## src/rtl/pwr_seq.sv

```systemverilog
// rtl/pwr_seq.sv - power-up and lock-recovery sequencer for the OCXO/PLL timing chain
// Optional feature: define PWR_SEQ_LOCK_TIMEOUT_EN for the PLL lock timeout with retry/fault.
module pwr_seq #(
  parameter logic [23:0] WARM_CYC = 24'd5_000_000,
  parameter logic [15:0] RST_CYC  = 16'd100,
  parameter logic [15:0] STEP_CYC = 16'd5000,
  parameter logic [23:0] LOCK_CYC = 24'd1_000_000
) (
  input  logic       clk,
  input  logic       rst_n,
  input  logic       en,
  input  logic       locked,
  output logic       ocxo_ena,
  output logic       pll_rst_n,
  output logic       dac_ena,
  output logic       gps_ena,
  output logic       disp_ena,
  output logic       ready,
  output logic       fault,
  output logic [2:0] state
);

  typedef enum logic [2:0] {
    S_OFF   = 3'd0,
    S_WARM  = 3'd1,
    S_PRST  = 3'd2,
    S_PWAIT = 3'd3,
    S_DAC   = 3'd4,
    S_GPS   = 3'd5,
    S_RUN   = 3'd6,
    S_FAULT = 3'd7
  } state_t;

  state_t      cur_st;
  logic [23:0] ctr;
  logic [1:0]  lock_sync;
  logic        lock_s;
`ifdef PWR_SEQ_LOCK_TIMEOUT_EN
  logic [1:0]  retry;
`endif

  assign lock_s = lock_sync[1];
  assign state  = cur_st;

  // Two-flop synchronizer for the asynchronous PLL lock indication
  always_ff @(posedge clk or negedge rst_n) begin
    if (!rst_n) lock_sync <= 2'b00;
    else        lock_sync <= {lock_sync[0], locked};
  end

  // Sequencer: state, shared down-counter and registered enables move together
  always_ff @(posedge clk or negedge rst_n) begin
    if (!rst_n) begin
      cur_st    <= S_OFF;
      ctr       <= 24'd0;
      ocxo_ena  <= 1'b0;
      pll_rst_n <= 1'b0;
      dac_ena   <= 1'b0;
      gps_ena   <= 1'b0;
      disp_ena  <= 1'b0;
      ready     <= 1'b0;
      fault     <= 1'b0;
`ifdef PWR_SEQ_LOCK_TIMEOUT_EN
      retry     <= 2'd0;
`endif
    end else if (!en) begin
      // Disable wins over everything, including mid-count and lock changes
      cur_st    <= S_OFF;
      ctr       <= 24'd0;
      ocxo_ena  <= 1'b0;
      pll_rst_n <= 1'b0;
      dac_ena   <= 1'b0;
      gps_ena   <= 1'b0;
      disp_ena  <= 1'b0;
      ready     <= 1'b0;
      fault     <= 1'b0;
`ifdef PWR_SEQ_LOCK_TIMEOUT_EN
      retry     <= 2'd0;
`endif
    end else begin
      case (cur_st)
        S_OFF: begin
          cur_st   <= S_WARM;
          ctr      <= WARM_CYC;
          ocxo_ena <= 1'b1;
        end
        S_WARM: begin
          if (ctr == 24'd1) begin
            cur_st    <= S_PRST;
            ctr       <= {8'd0, RST_CYC};
            pll_rst_n <= 1'b0;
          end else begin
            ctr <= ctr - 24'd1;
          end
        end
        S_PRST: begin
          if (ctr == 24'd1) begin
            cur_st    <= S_PWAIT;
            ctr       <= LOCK_CYC;
            pll_rst_n <= 1'b1;
          end else begin
            ctr <= ctr - 24'd1;
          end
        end
        S_PWAIT: begin
          if (lock_s) begin
            cur_st  <= S_DAC;
            ctr     <= {8'd0, STEP_CYC};
            dac_ena <= 1'b1;
          end
`ifdef PWR_SEQ_LOCK_TIMEOUT_EN
          else if (ctr == 24'd1) begin
            if (retry == 2'd2) begin
              // Third attempt without lock: park with only the OCXO powered
              cur_st    <= S_FAULT;
              ctr       <= 24'd0;
              fault     <= 1'b1;
              pll_rst_n <= 1'b0;
              dac_ena   <= 1'b0;
              gps_ena   <= 1'b0;
              disp_ena  <= 1'b0;
              ready     <= 1'b0;
            end else begin
              retry     <= retry + 2'd1;
              cur_st    <= S_PRST;
              ctr       <= {8'd0, RST_CYC};
              pll_rst_n <= 1'b0;
            end
          end else begin
            ctr <= ctr - 24'd1;
          end
`endif
        end
        S_DAC, S_GPS, S_RUN: begin
          if (!lock_s) begin
            // Lock lost: re-pulse the PLL reset, keep OCXO and GPS powered
            cur_st    <= S_PRST;
            ctr       <= {8'd0, RST_CYC};
            pll_rst_n <= 1'b0;
            dac_ena   <= 1'b0;
            disp_ena  <= 1'b0;
            ready     <= 1'b0;
          end else if (cur_st == S_DAC) begin
            if (ctr == 24'd1) begin
              cur_st  <= S_GPS;
              ctr     <= {8'd0, STEP_CYC};
              gps_ena <= 1'b1;
            end else begin
              ctr <= ctr - 24'd1;
            end
          end else if (cur_st == S_GPS) begin
            if (ctr == 24'd1) begin
              cur_st   <= S_RUN;
              ctr      <= 24'd0;
              disp_ena <= 1'b1;
              ready    <= 1'b1;
`ifdef PWR_SEQ_LOCK_TIMEOUT_EN
              retry    <= 2'd0;
`endif
            end else begin
              ctr <= ctr - 24'd1;
            end
          end
        end
`ifdef PWR_SEQ_LOCK_TIMEOUT_EN
        S_FAULT: begin
          cur_st <= S_FAULT;
        end
`endif
        default: begin
          cur_st    <= S_OFF;
          ctr       <= 24'd0;
          ocxo_ena  <= 1'b0;
          pll_rst_n <= 1'b0;
          dac_ena   <= 1'b0;
          gps_ena   <= 1'b0;
          disp_ena  <= 1'b0;
          ready     <= 1'b0;
          fault     <= 1'b0;
        end
      endcase
    end
  end

endmodule

```

## config.mk

```make
export PLATFORM = sky130hd
export DESIGN_NAME = pwr_seq
export DESIGN_NICKNAME = d
export VERILOG_FILES = /design/src/rtl/pwr_seq.sv
export SDC_FILE = /design/constraint.sdc
export NUM_CORES = 1
export LEC_CHECK = 0
export ABC_AREA = 1
export ABC_CLOCK_PERIOD_IN_PS = 2150
export CELL_PAD_IN_SITES_DETAIL_PLACEMENT = 0
export CELL_PAD_IN_SITES_GLOBAL_PLACEMENT = 1
export CORE_UTILIZATION = 39
export CTS_CLUSTER_DIAMETER = 200
export DETAILED_ROUTE_END_ITERATION = 6
export GPL_TIMING_DRIVEN = 1
export PLACE_DENSITY = 0.75
export SLEW_MARGIN = 20
export SYNTH_ARGS = -nofsm -noshare
export SYNTH_HDL_FRONTEND = slang
export SYNTH_SLANG_ARGS = --single-unit
export TNS_END_PERCENT = 50
```

## constraint.sdc

```tcl
create_clock -name clk -period 2.15 [get_ports clk]
set_input_delay 0.43 -clock clk [delete_from_list [all_inputs] [get_ports clk]]
set_output_delay 0.43 -clock clk [all_outputs]
set_load 0.01 [all_outputs]
```

-- Word-level counts from Yosys, hierarchy flattened
Index checks and enable logic that the tools add are counted.
- register bits: 35
- bits of input ports: 4
- output and inout port bits: 10
- word-level logic and storage cells: 89
- add/subtract/negate cells: 1
- eq/ne operators: 25
- multiplexer cells: 41
- reductions and logical operators: 13
- operators by type and width (kind ; count):
    $mux 24 ; 9
    $pmux 24 s5 ; 1
    $mux 3 ; 9
    $eq 24x1->1 const B ; 1
    $sub 24x1->24 const B ; 1
    $ne 3x3->1 const B ; 7
    $mux 1 ; 16
    $ne 5x5->1 const B ; 3
    $pmux 3 s5 ; 1
    $ne 4x4->1 const B ; 3
    $reduce_and 4->1 ; 3
    $ne 2x2->1 const B ; 5
    $eq 3x3->1 const B ; 3
    $reduce_or 7->1 ; 1
    $eq 3x2->1 const B ; 2
    $pmux 1 s2 ; 3
    $reduce_and 6->1 ; 1
    $reduce_or 3->1 ; 2
    $reduce_or 6->1 ; 1
    $pmux 1 s4 ; 1
    $reduce_or 4->1 ; 1
    $eq 3x1->1 const B ; 1
    $logic_not 3->1 ; 1
    $pmux 1 s3 ; 1
    other kinds (3) ; 3

-- Depth between registers and ports, before layout
Gate-level depths: netlist (run 1).
- depth in word-level cells: 7
- gate-level depth with buffers: 13
- mapped depth without buffers: 13

-- Worst setup path before layout (run 1)
Ideal clock, no wire load.
- kind: register -> register
- start: register ctr[1]
- end: register ctr[8]
- library setup time: 0.117 ns
- arrival time: 1.440 ns
- required time: 2.033 ns
- setup slack: 0.593 ns
- cell stages (with the launch flop): 14
- path buffers: 0
- clock period less this slack: 1.557 ns
- path through: dfrtp_1 -> inv_1 -> ha_1 -> inv_1 -> nor2_1 -> nand2_1 -> nor2_1 -> nand3_4 -> nand2_4 -> nand2_2 -> nand2_1 -> nand3_1 -> nand2_1 -> nand2_1
- longest elaborated chain between the ends: 7
- elaborated cells between the ends (all ways): 11
- those cells by class: add/sub (1); eq/ne (1); mux (9)
- ends and longest elaborated chain (what ; line ; text):
    start, declared ; 35 ; logic [23:0] ctr;
    start signal, assigned ; 90 ; ctr <= {8'd0, RST_CYC};
    start signal, assigned ; 93 ; ctr <= ctr - 24'd1;
    start signal, assigned ; 102 ; ctr <= ctr - 24'd1;
    $sub 24x1->24 / $eq 24x1->1 (equally long branches) ; -- ;
    $mux 24 ; 152 ; if (ctr == 24'd1) begin
    $mux 24 ; 151 ; end else if (cur_st == S_GPS) begin
    $mux 24 ; 143 ; end else if (cur_st == S_DAC) begin
    $mux 24 ; 135 ; if (!lock_s) begin
    $pmux 24 s5 (*) ; 81 ; case (cur_st)
    $mux 24 (*) ; 66 ; end else if (!en) begin
Mark *: on every way between the ends. The rest lies on a longest branch, timed or not. The select of a mux whose other input is x is not followed.
A chain may end at the register's enable or synchronous reset.

-- Worst setup path in the final report (run 1)
- start: register cur_st[0], in the netlist state[0]
- end: output port state[0]
- RTL lines (what ; line ; text):
    start, declared ; 34 ; state_t cur_st;
    start signal, assigned ; 54 ; cur_st <= S_OFF;
    start signal, assigned ; 68 ; cur_st <= S_OFF;
    start signal, assigned ; 83 ; cur_st <= S_WARM;
    end, declared ; 20 ; output logic [2:0] state
No word-level cell between the ends.

==> results of run 1 <==
## final timing paths
kind,start,endpoint,cells past startpoint
setup / recovery,state[0]$_DFFE_PN0P_,state[0],1
hold / removal,rst_n,ctr[5]$_DFFE_PN0P_,1
setup reg to reg,state[0]$_DFFE_PN0P_,ctr[2]$_DFFE_PN0P_,11
hold reg to reg,lock_sync[0]$_DFF_PN0_,lock_sync[1]$_DFF_PN0_,0
max in group asynchronous,rst_n,ctr[21]$_DFFE_PN0P_,1
min in group clk,lock_sync[0]$_DFF_PN0_,lock_sync[1]$_DFF_PN0_,0
## metal layers
layer	vias up	track usage	part of all wire
li1	1131	-	-
met1	980	0.330	0.55
met2	25	0.321	0.42
met3	7	0.0382	0.021
met4	0	0.0571	0.011
met5	-	0	0
## area by class of cell
class	count	area, µm²
Clock buffer	7	76.3
Clock inverter	1	30.0
Fill cell	608	3230
Inverter	38	156
Multi-Input combinational cell	271	1400
Sequential cell	34	851
Tap cell	75	93.8
Timing Repair Buffer	17	153
## registers in the layout (all words and copies together) (netlist names)
name / cells
dac_ena: 1
ocxo_ena: 1
ctr: 24
gps_ena: 1
lock_sync: 2
ready: 1
state: 3
pll_rst_n: 1
## power groups by stage
stage | Sequential [W] | Clock (W) | Combinational (W)
after CTS | 0.00107 | 0.000608 | 0.00246
after detailed placement | 0.00108 | 0 | 0.00244
after global placement | 0.00109 | 0 | 0.00246
after global routing | 0.00110 | 0.000639 | 0.00280
after floorplan | 0.00101 | 0 | 0.00193
final | 0.00107 | 0.000593 | 0.00245
## layout by cell type (no fill, tap or decap), types with 5 or more instances in the layout
master	instances
dfrtp_1	34
a21oi_1	11
nor2_2	6
xor2_1	7
nand2_1	112
clkbuf_8	5
inv_1	31
clkdlybuf4s50_1	11
nand4_1	5
nand3_1	23
buf_4	5
o21ai_0	8
nor2_1	52
nand2_2	8
## per-stage QoR
stage | power [W] | setup WS (ns)
after detailed placement | 0.00352 | 0.0615
after global placement | 0.00355 | 0.0824
final | 0.00411 | 0.227
after floorplan | 0.00295 | 0.593
after CTS | 0.00413 | 0.193
after global routing | 0.00454 | 0.00552
## cell families after synthesis
family,synth area share
and+or+nand+nor,0.446
buffers and inverters,0.0792
DFF,0.348
AOI/OAI and AO/OA,0.0726
xor gates and xnor gates,0.0424
adders and majority gates,0.0102
other,0.00153
==> run_results.csv, run 1 <==
group,metric,value,unit
grt,grt_pass1_wl,10600,µm
synthesis,synth_common_cells,"nand2_1, nor2_1, dfrtp_1",
cts,cts_resized,0,
floorplanning,coreArea,0.00599,mm²
synthesis,yosysSeqAreaShare,0.348,
cts,ctsHoldBuffers,0,
routing,first_iter_violations,86,
synthesis,syn_nets,353,
floorplanning,die_h,81.2,µm
floorplanning,start_util,0.409,
layout,nNetsFinal,373,
critical_path,endpoint_kind,"output port",
synthesis,synthTopCellsByArea,"dfrtp_1, nand2_1, nor2_1",
synthesis,synth_cell_type_count,36,
layout,syn_to_final_growth,12.9,%
run,drv_cap,0,
power,switching_share,0.507,
critical_path,critPathArrivalTime,1.49,ns
grt,grt_overflow_total,0,
routing,routed_wl,6300,µm
floorplanning,core.rowCount,28,
sta,fin_crit,1.92,ns
sta,clock_skew,0.0106,ns
floorplanning,die_width,81.2,µm
power,p_int,0.00203,W
cts,post_cts_buffers,0,
critical_path,critical_path.max_fanout,9,
synthesis,ys_warn_count,0,
power,p_leak,1.39,nW
power,seq_power_share,0.261,
cts,clkTransAtPathRegs,0.08,ns
critical_path,slowest_delay,0.62,ns
synthesis,synth_most_common_cell,"nand2_1",
critical_path,startpoint_type,"register",
routing,vias,2143,
sta,tns,0,ns
sta,hold_viol,0,
synthesis,ys_ff_latch,34,
grt,grt_pass1_vias,2058,
power,clkPwrFrac,0.144,
sta,final-setup-viol-count,0,
synthesis,syn-instance-count,347,
sta,drv_slew,0,
synthesis,synth_top_cell_area_share,0.348,
cts,cts.sinks,34,
layout,antenna_cells,0,
sta,fmax,520,MHz
floorplanning,ios,14,
critical_path,critPathKind,"reg2out",
layout,final_util,0.461,
critical_path,crit_required,1.72,ns
critical_path,path_buf_inv,1,
floorplanning,dieArea,0.00660,mm²
synthesis,async_flop_share,1.00,
layout,fin_area,0.00276,mm²
layout,drive_above_1_share,0.147,
critical_path,ff2ff_setup_slack,0.28,ns
routing,dr.pass1.iters,4,
routing,drc,0,
sta,min_period_over_period,0.894,
cts,cts_buffers,5,
place,place_area,0.00266,mm²
routing,wl_per_cell,14.2,µm
sta,whs,0.227,ns
worst_hold_path,holdCritPathClass,"in2async",
cts,cts_root_buf,"clkbuf_8",
power,p_per_area,1490,mW/mm²
place,hpwl,4740,µm
cts,cts_buffer_depth,2,
place,finalWeightedCongestion,0.903,
sta,tightestPinTransition,0.816,ns
place,numPortBuffers,12,
routing,postRouteAntennaNets,0,
grt,grt_max_degree,35,
synthesis,synthFlopType,"dfrtp_1",
place,placedCellCount,435,
synthesis,syn_area_per_cell,7.05,µm²
power,vdd_drop_max,558,µV
cts,htreeDepth,2,
grt,grt_util_all_layers,0.220,
layout,fin_cells,443,
sta,rsz0062_at_grt,"false",
sta,slew_headroom,0.456,
synthesis,synth_top_cell_by_area,"dfrtp_1",
grt,antenna_found_initial,0,
cts,cts_tree,"done",
cts,clk_latency,0.29,ns
power,power.switching,0.00208,W
critical_path,cpMaxStageDelayCell,"clkdlybuf4s50_1",
critical_path,critPathTopFamily,"buffers and inverters",
outcome,status,"finished, final reports clean",
critical_path,crit_chain,"clkdlybuf4s50_1",
synthesis,synth_edf_count,0,
routing,via_per_inst,4.84,
synthesis,netlist_area,0.00245,mm²
power,combPwrFrac,0.595,
Note: power is estimated with default switching activity, not from simulation.
==> inputs of run 2 (changes only) <==
--- a/config.mk
+++ b/config.mk
@@ -10,6 +10,7 @@
 export CELL_PAD_IN_SITES_DETAIL_PLACEMENT = 0
 export CELL_PAD_IN_SITES_GLOBAL_PLACEMENT = 1
 export CORE_UTILIZATION = 39
+export CTS_BUF_LIST = sky130_fd_sc_hd__clkbuf_4 sky130_fd_sc_hd__clkbuf_8
 export CTS_CLUSTER_DIAMETER = 200
 export DETAILED_ROUTE_END_ITERATION = 6
 export GPL_TIMING_DRIVEN = 1
==> run 2 against run 1 <==
  * Clock skew increased by 0.00079 ns
  * Routed wire length is 0.29% lower
  * Sequential share of layout area is 0.083 points lower
  * Clock-buffer cell count unchanged
  * Utilization increased by 0.13 points
  * Flip-flop and latch count is the same
  * Cell area is 0.27% higher
  * First-iteration DRC count rose by 12%
  * Setup slack got worse by 0.0019 ns
  * Power rose by 0.55%
  * Die area is the same
  * Maximum frequency about the same
  * Critical endpoint unchanged
  * Largest cell class unchanged
==> run_results.csv, run 2 (same netlist as run 1, synthesis figures left out) <==
group,metric,value,unit
outcome,status,"finished, final reports clean",
critical_path,critPathKind,"reg2out",
layout,antenna_cells,0,
floorplanning,ios,14,
place,numPortBuffers,12,
power,p_int,0.00205,W
place,place_area,0.00266,mm²
critical_path,endpoint_kind,"output port",
grt,grt_util_all_layers,0.220,
cts,cts_root_buf,"clkbuf_8",
routing,dr.pass1.iters,4,
sta,fin_crit,1.92,ns
critical_path,startpoint_type,"register",
sta,slew_headroom,0.460,
cts,clkTransAtPathRegs,0.07,ns
cts,cts.sinks,34,
sta,rsz0062_at_grt,"false",
floorplanning,start_util,0.409,
routing,via_per_inst,4.86,
layout,drive_above_1_share,0.152,
sta,tns,0,ns
critical_path,slowest_delay,0.62,ns
critical_path,crit_chain,"clkdlybuf4s50_1",
cts,clk_latency,0.29,ns
power,power.switching,0.00208,W
layout,syn_to_final_growth,13.2,%
place,hpwl,4740,µm
cts,post_cts_buffers,0,
cts,cts_buffer_depth,2,
sta,hold_viol,0,
grt,grt_max_degree,35,
critical_path,cpMaxStageDelayCell,"clkdlybuf4s50_1",
critical_path,critPathArrivalTime,1.49,ns
floorplanning,core.rowCount,28,
critical_path,path_buf_inv,1,
run,drv_cap,0,
layout,final_cell_mix,"nand2_1, nor2_1, dfrtp_1, inv_1, nand3_1",
routing,first_iter_violations,96,
power,seq_power_share,0.259,
power,clkPwrFrac,0.150,
layout,fin_cells,443,
layout,layout_commonest_cell,"nand2_1",
sta,drv_slew,0,
critical_path,critPathTopFamily,"buffers and inverters",
cts,cts_buffers,5,
floorplanning,die_width,81.2,µm
worst_hold_path,holdCritPathClass,"in2async",
grt,antenna_found_initial,0,
grt,grt_pass1_wl,10600,µm
layout,fillers,610,
power,p_leak,1.40,nW
cts,cts_resized,0,
power,switching_share,0.504,
sta,min_period_over_period,0.895,
critical_path,critical_path.max_fanout,9,
cts,ctsHoldBuffers,0,
routing,routed_wl,6280,µm
cts,htreeDepth,2,
layout,largest_reg_flops,24,
sta,final-setup-viol-count,0,
grt,grt_overflow_total,0,
power,combPwrFrac,0.591,
sta,clock_skew,0.0114,ns
layout,fin_area,0.00277,mm²
routing,postRouteAntennaNets,0,
layout,nNetsFinal,373,
power,p_per_area,1490,mW/mm²
floorplanning,die_h,81.2,µm
critical_path,crit_required,1.72,ns
routing,drc,0,
floorplanning,coreArea,0.00599,mm²
place,placedCellCount,435,
cts,cts_tree,"done",
floorplanning,dieArea,0.00660,mm²
sta,fmax,520,MHz
routing,wl_per_cell,14.2,µm
grt,grt_pass1_vias,2058,
sta,tightestPinTransition,0.809,ns
layout,largest_register,"ctr",
power,vdd_drop_max,559,µV
place,finalWeightedCongestion,0.903,
routing,vias,2154,
## run 2: final cells by class
cell class | instances | area [µm²] | share of cell area
tap | 75 | 93.8 | 0.0339
timing repair buffer | 17 | 153 | 0.0551
sequential | 34 | 851 | 0.307
inverter | 38 | 156 | 0.0565
clock inverter | 1 | 30.0 | 0.0108
multi-input combinational | 271 | 1400 | 0.506
clock buffer | 7 | 83.8 | 0.0303
## run 2: through the flow
stage               hold slack, ns  power (W)  setup WS (ns)   util
floorplan                    0.134    0.00295          0.593      -
global placement             0.338    0.00355         0.0824  0.443
detailed placement           0.340    0.00352         0.0615  0.443
CTS                          0.259    0.00416          0.193  0.462
global route                 0.297    0.00457        0.00440  0.462
finish                       0.224    0.00413          0.225  0.462
## run 2: layer usage
metal / GRT usage / up-vias / wire, µm
met5: 0 / - / 0
met4: 0.0571 / 0 / 70
li1: - / 1131 / -
met3: 0.0382 / 6 / 160
met1: 0.331 / 988 / 3420
met2: 0.320 / 29 / 2640
## run 2: power groups by stage
| stage | clock network [W] | logic, W | registers [W] |
|---|---|---|---|
| 2_1_floorplan | 0 | 0.00193 | 0.00101 |
| 3_3_place_gp | 0 | 0.00246 | 0.00109 |
| 3_5_place_dp | 0 | 0.00244 | 0.00108 |
| 4_1_cts | 0.000636 | 0.00246 | 0.00107 |
| 5_1_grt | 0.000665 | 0.00280 | 0.00110 |
| 6_report | 0.000619 | 0.00244 | 0.00107 |
## run 2: worst paths after layout
check                                        from                endpoint  slack [ns]  cells past startpoint
max in group asynchronous                   rst_n     ctr[17]$_DFFE_PN0P_        1.40                      1
max                          state[0]$_DFFE_PN0P_                state[0]        0.23                      1
max reg2reg                  state[0]$_DFFE_PN0P_      ctr[2]$_DFFE_PN0P_        0.28                     11
min                                         rst_n      ctr[5]$_DFFE_PN0P_        0.22                      1
min in group clk           lock_sync[0]$_DFF_PN0_  lock_sync[1]$_DFF_PN0_        0.35                      0
min reg2reg                lock_sync[0]$_DFF_PN0_  lock_sync[1]$_DFF_PN0_        0.35                      0
